<file path="config.mk">
export PLATFORM = sky130hd
export DESIGN_NAME = uart_rx_os16
export DESIGN_NICKNAME = d
export VERILOG_FILES = /design/src/rtl/uart_rx_os16.sv
export SDC_FILE = /design/constraint.sdc
export NUM_CORES = 1
export LEC_CHECK = 0
export ABC_AREA = 1
export CAP_MARGIN = 5
export CORE_ASPECT_RATIO = 1.2
export CORE_MARGIN = 4
export CORE_UTILIZATION = 50
export CTS_CLUSTER_DIAMETER = 200
export CTS_CLUSTER_SIZE = 20
export DETAILED_ROUTE_END_ITERATION = 8
export PLACE_DENSITY = 0.81
export REMOVE_ABC_BUFFERS = 1
export SYNTH_ARGS = -nofsm -noshare
export SYNTH_HDL_FRONTEND = slang
export SYNTH_SLANG_ARGS = --single-unit
</file>
<file path="constraint.sdc">
create_clock -name clk -period 1.7 [get_ports clk]
set_clock_uncertainty 0.1 [all_clocks]
set_input_delay 0.17 -clock clk [delete_from_list [all_inputs] [get_ports clk]]
set_output_delay 0.17 -clock clk [all_outputs]
set_load 0.02 [all_outputs]
</file>
<file path="src/rtl/uart_rx_os16.sv">
// UART 8N1 receiver on a 16x-oversampled clock with a one-entry valid/ready output buffer.
// Define UART_RX_PARITY_EN to insert an even-parity bit between the data bits and the stop bit.
module uart_rx_os16 #(
  parameter int unsigned OSR         = 16,
  parameter int unsigned DATA_BITS   = 8,
  parameter int unsigned SYNC_STAGES = 2
) (
  input  logic                 clk,
  input  logic                 rst,
  input  logic                 rxd,
  output logic [DATA_BITS-1:0] d_rx,
  output logic                 vld_rx,
  input  logic                 rdy_rx,
  output logic                 frame_err,
  output logic                 overrun
);

  localparam int unsigned CntW = $clog2(OSR);
  localparam int unsigned IdxW = $clog2(DATA_BITS + 1);
  localparam logic [CntW-1:0] CntHalf = CntW'(OSR / 2 - 1);
  localparam logic [CntW-1:0] CntLast = CntW'(OSR - 1);
  localparam logic [IdxW-1:0] IdxLast = IdxW'(DATA_BITS - 1);

  typedef enum logic [2:0] {StIdle, StStart, StData, StParity, StStop, StBreak} state_e;

  logic [SYNC_STAGES-1:0] sync_q, fill_q;
  logic                   rxd_s;
  state_e                 state_q;
  logic [CntW-1:0]        cnt_q;
  logic [IdxW-1:0]        idx_q;
  logic [DATA_BITS-1:0]   shift_q, d_rx_q;
  logic                   armed_q, done_q, frame_err_q, vld_q, overrun_q;
  logic                   par_ok;

  // fill_q tracks how far real line data has propagated through the synchroniser since reset.
  always_ff @(posedge clk or posedge rst) begin
    if (rst) begin
      sync_q <= '1;
      fill_q <= '0;
    end else begin
      sync_q <= {sync_q[SYNC_STAGES-2:0], rxd};
      fill_q <= {fill_q[SYNC_STAGES-2:0], 1'b1};
    end
  end

  assign rxd_s = sync_q[SYNC_STAGES-1];

`ifdef UART_RX_PARITY_EN
  logic par_ok_q;
  assign par_ok = par_ok_q;
`else
  assign par_ok = 1'b1;
`endif

  always_ff @(posedge clk or posedge rst) begin
    if (rst) begin
      state_q     <= StIdle;
      cnt_q       <= '0;
      idx_q       <= '0;
      shift_q     <= '0;
      armed_q     <= 1'b0;
      done_q      <= 1'b0;
      frame_err_q <= 1'b0;
`ifdef UART_RX_PARITY_EN
      par_ok_q    <= 1'b1;
`endif
    end else begin
      done_q      <= 1'b0;
      frame_err_q <= 1'b0;
      case (state_q)
        StIdle: begin
          cnt_q <= '0;
          // Never start on a line that was already low when reset was released.
          if (!armed_q) begin
            if (fill_q[SYNC_STAGES-1] && rxd_s) armed_q <= 1'b1;
          end else if (!rxd_s) begin
            state_q <= StStart;
          end
        end
        StStart: begin
          if (cnt_q == CntHalf) begin
            cnt_q <= '0;
            idx_q <= '0;
            state_q <= rxd_s ? StIdle : StData;
          end else begin
            cnt_q <= cnt_q + 1'b1;
          end
        end
        StData: begin
          if (cnt_q == CntLast) begin
            cnt_q   <= '0;
            shift_q <= {rxd_s, shift_q[DATA_BITS-1:1]};
            idx_q   <= idx_q + 1'b1;
            if (idx_q == IdxLast) begin
`ifdef UART_RX_PARITY_EN
              state_q <= StParity;
`else
              state_q <= StStop;
`endif
            end
          end else begin
            cnt_q <= cnt_q + 1'b1;
          end
        end
`ifdef UART_RX_PARITY_EN
        StParity: begin
          if (cnt_q == CntLast) begin
            cnt_q    <= '0;
            par_ok_q <= ~^{shift_q, rxd_s};
            state_q  <= StStop;
          end else begin
            cnt_q <= cnt_q + 1'b1;
          end
        end
`endif
        StStop: begin
          if (cnt_q == CntLast) begin
            cnt_q <= '0;
            if (!rxd_s) begin
              frame_err_q <= 1'b1;
              state_q     <= StBreak;
            end else begin
              frame_err_q <= ~par_ok;
              done_q      <= par_ok;
              state_q     <= StIdle;
            end
          end else begin
            cnt_q <= cnt_q + 1'b1;
          end
        end
        StBreak: begin
          if (rxd_s) state_q <= StIdle;
        end
        default: state_q <= StIdle;
      endcase
    end
  end

  // A byte completing in the same cycle as an accept replaces the old one without overrun.
  always_ff @(posedge clk or posedge rst) begin
    if (rst) begin
      d_rx_q    <= '0;
      vld_q     <= 1'b0;
      overrun_q <= 1'b0;
    end else begin
      overrun_q <= 1'b0;
      if (vld_q && rdy_rx) vld_q <= 1'b0;
      if (done_q) begin
        if (vld_q && !rdy_rx) begin
          overrun_q <= 1'b1;
        end else begin
          d_rx_q <= shift_q;
          vld_q  <= 1'b1;
        end
      end
    end
  end

  assign d_rx      = d_rx_q;
  assign vld_rx    = vld_q;
  assign frame_err = frame_err_q;
  assign overrun   = overrun_q;

endmodule

</file>
* Word level (Yosys, flattened, before mapping)
Cells that the tools add are included.
Cells by class: add/subtract/negate cells 2, equality and inequality tests 14, muxes and demuxes 29, bitwise gates (word level) 1, reduce and logical (&&, ||, !) cells 12
Operators by type and width (count):
- $mux W3 | 8
- $mux W4 | 4
- $pmux W3 S5 | 1
- $ne A2 B2 Y1 const B | 7
- $mux W1 | 13
- $pmux W4 S3 | 1
- $add A4 B1 Y4 const B | 2
- $eq A4 B3 Y1 const B | 2
- $pmux W4 S2 | 1
- $reduce_and A7 Y1 | 1
- $eq A3 B3 Y1 const B | 2
- $eq A4 B4 Y1 const B | 1
- $reduce_and A2 Y1 | 2
- $eq A3 B1 Y1 const B | 1
- $eq A3 B2 Y1 const B | 1
- $logic_and A1 B1 Y1 | 3
- $logic_not A3 Y1 | 1
- $reduce_and A3 Y1 | 1
- $reduce_bool A3 Y1 | 1
- $mux W2 | 1
- $reduce_bool A2 Y1 | 1
- $reduce_or A2 Y1 | 1
- $logic_not A1 Y1 | 1
- $not A1 Y1 | 1
Word-level totals: bits in registers 36, input bits 4, word-level logic and storage cells 70

* Longest topological paths before layout
Gate-level depths: netlist of run 1.
depth in word-level cells 4, mapped depth 10, gate-level depth less buffers 10

* Worst setup path before layout of run 1
Ideal clock, no wire load.
kind register to register, start point reg cnt_q[0], end point reg state_q[2], arrival time 1173 ps, data required time 1483 ps, slack 310 ps, cell stages (with the launch flop) 9, path through dfrtp_1 > ha_1 > nand2_1 > nor2_2 > nor2_4 > a21oi_4 > nand2_1 > nand2_1 > nand2_1
On the way: longest elaborated chain between the ends 3
Ends and longest elaborated chain:
- from (decl) | RTL line 29 | logic [CntW-1:0] cnt_q;
- from (signal assigned) | RTL line 86 | cnt_q <= cnt_q + 1'b1;
- from (signal assigned) | RTL line 102 | cnt_q <= cnt_q + 1'b1;
- from (signal assigned) | RTL line 128 | cnt_q <= cnt_q + 1'b1;
- $eq A4 B4 Y1 or $eq A4 B3 Y1 (tied branches) | RTL line 90, 117, 81
- $ne A2 B2 Y1 (no source line)
- $reduce_and A7 Y1 (no source line) *
- to (signal assigned) | RTL line 98 | state_q <= StStop;
- to (signal assigned) | RTL line 121 | state_q <= StBreak;
- to (signal assigned) | RTL line 125 | state_q <= StIdle;
- to (decl) | RTL line 28 | state_e state_q;
Mark *: on every way between the ends. The rest lies on a longest branch, timed or not. A chain may end at the register's enable or synchronous reset.

* Final worst setup path of run 1
start point reg d_rx_q[4] (netlist: d_rx[4]), end point out d_rx[4]
RTL lines:
- from (decl) | RTL line 31 | logic [DATA_BITS-1:0] shift_q, d_rx_q;
- from (signal assigned) | RTL line 152 | d_rx_q <= shift_q;
- to (decl) | RTL line 11 | output logic [DATA_BITS-1:0] d_rx,
No word-level cell between the ends.

==> impl_metrics.yaml, run 1 <==
timing:
  tns_ps: 0
  maxSlewViolCount: 0
  rsz0062_at_grt: "no"
  fmax_ghz: 0.628
  hold_viol: 0
  setup-violations-final: 0
  min_period_ps: 1590
  fin_crit_sh_pct: 93.6
pwr:
  power_uw: 2350
  p_per_area_mw_per_mm2: 1210
  irDropWorstVdd_mv: 0.922
  leakagePower_uw: 0.000911
clock_tree:
  clockBufferDepth: 2
  clkLatencyLatePin_ps: 340
  cts_root_buf: "clkbuf_4"
  htreeDepth: 2
  path_clk_slew_ps: 100
  hold_buffers: 0
  cts_tree: "built"
  cts.sinks: 36
  post-cts-setup-buffers: 0
  post_cts_resized: 0
  cts_buffers: 5
final_layout:
  fillers: 267
  final_area_sq_mm: 0.00194
  diodes: 0
  multi_input_area_sq_um: 627
  drive_above_1_share_pct: 20.0
  seqCellArea_sq_um: 903
  final_nets: 205
  final_cells: 236
  final_util_pct: 62.4
  areaGrowthSynthToFinish_pct: 18.2
yosys:
  synthCells: 177
  synth.area.top_cells: "dfrtp_1 52%, nand2_1 11%, o21ai_1 6.1%, inv_1 4.1%, dfstp_2 3.2%"
  synth_warnings: 0
  yosysMostFrequentCell: "nand2_1"
  synth_top_area_cell: "dfrtp_1"
  seq_area_frac_synth_pct: 55.0
  synth_edf_count: 0
  avgSynthCellArea_sq_um: 9.28
  synth_area_sq_mm: 0.00164
  synth_ff_type: "dfrtp_1"
  synth_seq_cells: 36
  netlist_top_cells_count: "48 x nand2_1, 34 x dfrtp_1, 20 x o21ai_1"
  async_flop_share_pct: 100
  netlist.area_leader.share_pct: 51.8
  synth_cell_types: 28
setup_path:
  slowest_stage: "clkdlybuf4s50_1"
  critPathTopFamily: "buffers and inverters"
  cpPeakStageDelay_ps: 610
  required_ps: 1430
  worst_setup_path_start_kind: "flip-flop"
  worstPathCellList: "clkdlybuf4s50_1"
  worst_setup_path_end_kind: "output port"
  cp_num_buf_inv: 1
  critPathKind: "flip-flop to output port"
  arrival_ps: 1320
  crit_path_max_fanout: 2
floorplanning:
  rows: 22
  die_area_sq_mm: 0.00427
  die_y_um: 70.8
  io_pins: 15
  die_w_um: 60.3
  initial_core_util_pct: 52.8
  coreArea_sq_mm: 0.00311
global_route:
  grt_pass1_vias: 1172
  grt_max_degree: 37
  grt_pass1_wl_um: 4950
  grt.overflow.total: 0
  grt_usage_pct: 15.9
  grt_antenna_before_repair: 0
detailed_routing:
  num_vias: 1183
  finalWirelength_um: 2780
  drtIter0Drc: 42
  vias_per_cell: 5.01
  firstDrtPassIters: 4
  drc: 0
  ant_nets: 0
  routedWlPerCell_um: 11.8
placement:
  dp_cells: 228
  portBuffers: 14
  dp_hpwl_um: 2090
  gp_congestion: 0.737
  placed_area_sq_mm: 0.00185
outcome:
  outcome: "finished, final reports clean"
min_path:
  worstHoldPathType: "primary input to asynchronous set/reset pin"
job:
  max_cap_viol_count: 0
==> metrics by stage <==
stage          hold slack, ps  setup slack (ps)
3_3_place_gp              232               232
2_1_floorplan            74.5               246
5_1_grt                  80.0              16.4
4_1_cts                  63.1              79.3
3_5_place_dp              236               193
6_report                 74.5               108
==> flip-flops by register name, summed over array words and instances, names as in the netlist <==
signal,flops
frame_err,1
shift_q,8
sync_q,2
overrun,1
state_q,3
d_rx,8
done_q,1
fill_q,2
idx_q,4
cnt_q,4
vld_rx,1
armed_q,1
==> path summary, 6_finish.rpt <==
kind | startpoint | endpoint | slack [ps] | depth (start not counted)
max | d_rx[4] | d_rx[4] | 110 | 1
min | rst | d_rx[1] | 70 | 3
max reg2reg | cnt_q[0] | state_q[0] | 190 | 8
min reg2reg | fill_q[0] | fill_q[1] | 260 | 0
max in group asynchronous | rst | sync_q[0] | 1180 | 3
min in group clk | rxd | sync_q[0] | 130 | 1
==> kinds of logic after synthesis <==
| kind of cell | share of synthesized area, % |
|---|---|
| simple gates | 25.1 |
| fa+ha+maj | 1.52 |
| mux | 0.685 |
| flops | 55.0 |
| compound gates | 8.99 |
| xor+xnor | 1.60 |
| other cells | 0.228 |
| buf+inv | 6.85 |
==> routing by layer <==
layer | up-vias | GRT usage [%] | share of wire, %
li1 | 595 | - | -
met1 | 553 | 18.4 | 43
met2 | 27 | 24.2 | 49
met3 | 8 | 5.47 | 4.6
met4 | 0 | 10.6 | 3.7
met5 | - | 0 | 0
==> power breakdown <==
group          switching, uW  internal, uW
clock network            273           390
registers               76.9           910
logic                    459           236
total                    809          1540
==> placed cells by master (no fill, tap or decap) <==
cell type        synthesis  layout
nor2_4                   3       3
o21ai_2                  1       1
inv_1                   18      18
o21ai_1                 20      20
nor2_2                   4       4
clkbuf_4                 0       5
xor2_1                   2       2
inv_2                    6       6
nor2_1                   8       8
o31ai_2                  1       1
conb_1                   1       1
nand4_1                  1       1
mux2_2                   1       1
nand2_4                  2       2
buf_12                   0       1
a21oi_4                  1       1
bufinv_16                0       1
nand3_4                  2       2
clkbuf_8                 0       2
clkdlybuf4s50_1          0      14
inv_4                    1       1
dfrtp_1                 34      34
nand3_1                  8       8
nand3_2                  1       1
ha_1                     2       2
buf_4                    0       2
nand2_2                  4       4
nand2_1                 48      48
dfstp_2                  2       2
nor3_1                   1       1
o21ai_0                  2       2
xnor2_1                  1       1
==> area by class of cell <==
class                      count  share of cell area (%)
inverter                      25                    4.96
sequential                    36                    46.5
tap                           36                    2.32
timing repair buffer          17                    9.02
clock inverter                 1                    1.55
multi-input combinational    114                    32.3
clock buffer                   7                    3.35
No activity file was read; power rests on OpenSTA's default activity.
==> run 2: changes to the inputs <==
==> constraint.sdc (replaced) <==
create_clock -name clk -period 2 [get_ports clk]
set_clock_uncertainty 0.1 [all_clocks]
set_input_delay 0.2 -clock clk [delete_from_list [all_inputs] [get_ports clk]]
set_output_delay 0.2 -clock clk [all_outputs]
set_load 0.02 [all_outputs]
==> run 2 against run 1 <==
Final cell count down 0.42%. Core utilization down 0.64 points. Power down 14%. Sequential share of layout area up 0.48 points. Sequential power down 15%. First-iteration DRC count up 21%. Combinational power down 14%.
==> impl_metrics.yaml, run 2 (synthesized netlist as in run 1, its figures left out) <==
min_path:
  worstHoldPathType: "primary input to asynchronous set/reset pin"
placement:
  dp_cells: 227
  dpl_worst_slack_ps: 398
  gp_congestion: 0.713
  portBuffers: 14
  dp_hpwl_um: 1940
floorplanning:
  rows: 22
  initial_core_util_pct: 52.8
  die_w_um: 60.3
  coreArea_sq_mm: 0.00311
  die_area_sq_mm: 0.00427
  die_y_um: 70.8
  io_pins: 15
setup_path:
  cpPeakStageDelay_ps: 410
  arrival_ps: 1780
  rr_worst_depth: 5
  r2r_start: "cnt_q[0]"
  reg2reg_setup_slack_ps: 380
  worst_setup_path_start_kind: "flip-flop"
  worst_setup_path_end_kind: "flip-flop"
  slowest_stage: "dfrtp_1"
  worstPathCellList: "ha_1 > nand3_2 > nor2_4 > inv_2 > o31ai_2"
  required_ps: 2160
  critPathKind: "flip-flop to flip-flop"
  timing.rr.end: "idx_q[0]"
  crit_path_max_fanout: 15
clock_tree:
  cts_buffers: 5
  clkLatencyLatePin_ps: 340
  cts_root_buf: "clkbuf_4"
  path_clk_slew_ps: 110
  post-cts-setup-buffers: 0
  clockBufferDepth: 2
  cts.sinks: 36
  htreeDepth: 2
  post_cts_resized: 0
  cts_tree: "built"
  hold_buffers: 0
final_layout:
  layout_common_cells: "48 x nand2_1, 34 x dfrtp_1, 20 x o21ai_1"
  areaGrowthSynthToFinish_pct: 17.0
  final_common_cell: "nand2_1"
  drive_above_1_share_pct: 19.6
  final_nets: 204
  final_cells: 235
  diodes: 0
global_route:
  grt_antenna_before_repair: 0
  grt_max_degree: 37
  grt.overflow.total: 0
  grt_pass1_vias: 1102
  grt_pass1_wl_um: 4800
  grt_usage_pct: 14.9
detailed_routing:
  num_vias: 1144
  routedWlPerCell_um: 11.2
  firstDrtPassIters: 4
  wl_met3_um: 119
  drtIter0Drc: 51
  top_layer: "met4"
  wl_met1_um: 1210
  drc: 0
  vias_per_cell: 4.87
  finalWirelength_um: 2640
  ant_nets: 0
  wl_met2_um: 1250
timing:
  min_period_ps: 1620
  setup-violations-final: 0
  rsz0062_at_grt: "no"
  fin_ws_ps: 380
  hold_viol: 0
  maxSlewViolCount: 0
  fin_crit_sh_pct: 81.0
  tns_ps: 0
  fmax_ghz: 0.617
pwr:
  irDropWorstVdd_mv: 0.808
  p_per_area_mw_per_mm2: 1040
  leakagePower_uw: 0.000901
outcome:
  outcome: "finished, final reports clean"
job:
  max_cap_viol_count: 0
==> run 2: worst max-delay path: cells and delay by family (launching register included) <==
| kind | cells | cell delay, ps |
|---|---|---|
| flops | 1 | 410 |
| buf+inv | 1 | 90 |
| fa+ha+maj | 1 | 230 |
| simple gates | 2 | 540 |
| compound gates | 1 | 180 |
==> run 2: metal layers <==
metal  track usage [%]  vias up
met5                 0        -
met4              5.91        0
met3              4.93        6
met2              23.0       21
met1              19.0      524
li1                  -      593
==> run 2: cell type report <==
type | count | area [sq um]
Timing Repair Buffer | 16 | 155
Inverter | 25 | 96.3
Clock buffer | 7 | 65.1
Clock inverter | 1 | 30.0
Fill cell | 268 | 1190
Sequential cell | 36 | 903
Multi-Input combinational cell | 114 | 627
Tap cell | 36 | 45.0
==> run 2: worst max path at each step <==
stage                to      from  slack, ps
6_report       idx_q[0]  cnt_q[0]        380
5_1_grt        idx_q[0]  cnt_q[0]        230
4_1_cts        idx_q[0]  cnt_q[0]        370
3_5_place_dp   idx_q[0]  cnt_q[0]        400
3_3_place_gp   idx_q[0]  cnt_q[0]        470
2_1_floorplan  idx_q[0]  cnt_q[0]        550
==> run 2: power breakdown <==
group	total, uW	internal [uW]	switching (uW)
registers	842	774	68.6
logic	595	198	397
clock network	570	332	238
==> run 2: metrics by stage <==
stage	utilization, %	cell area (sq um)	power (uW)	hold slack (ps)
after floorplan	-	1630	1340	104
after global placement	58.7	1830	1440	232
after detailed placement	58.7	1830	1460	236
after CTS	61.8	1920	2030	148
after global routing	61.8	1920	2130	140
final	61.8	1920	2010	147
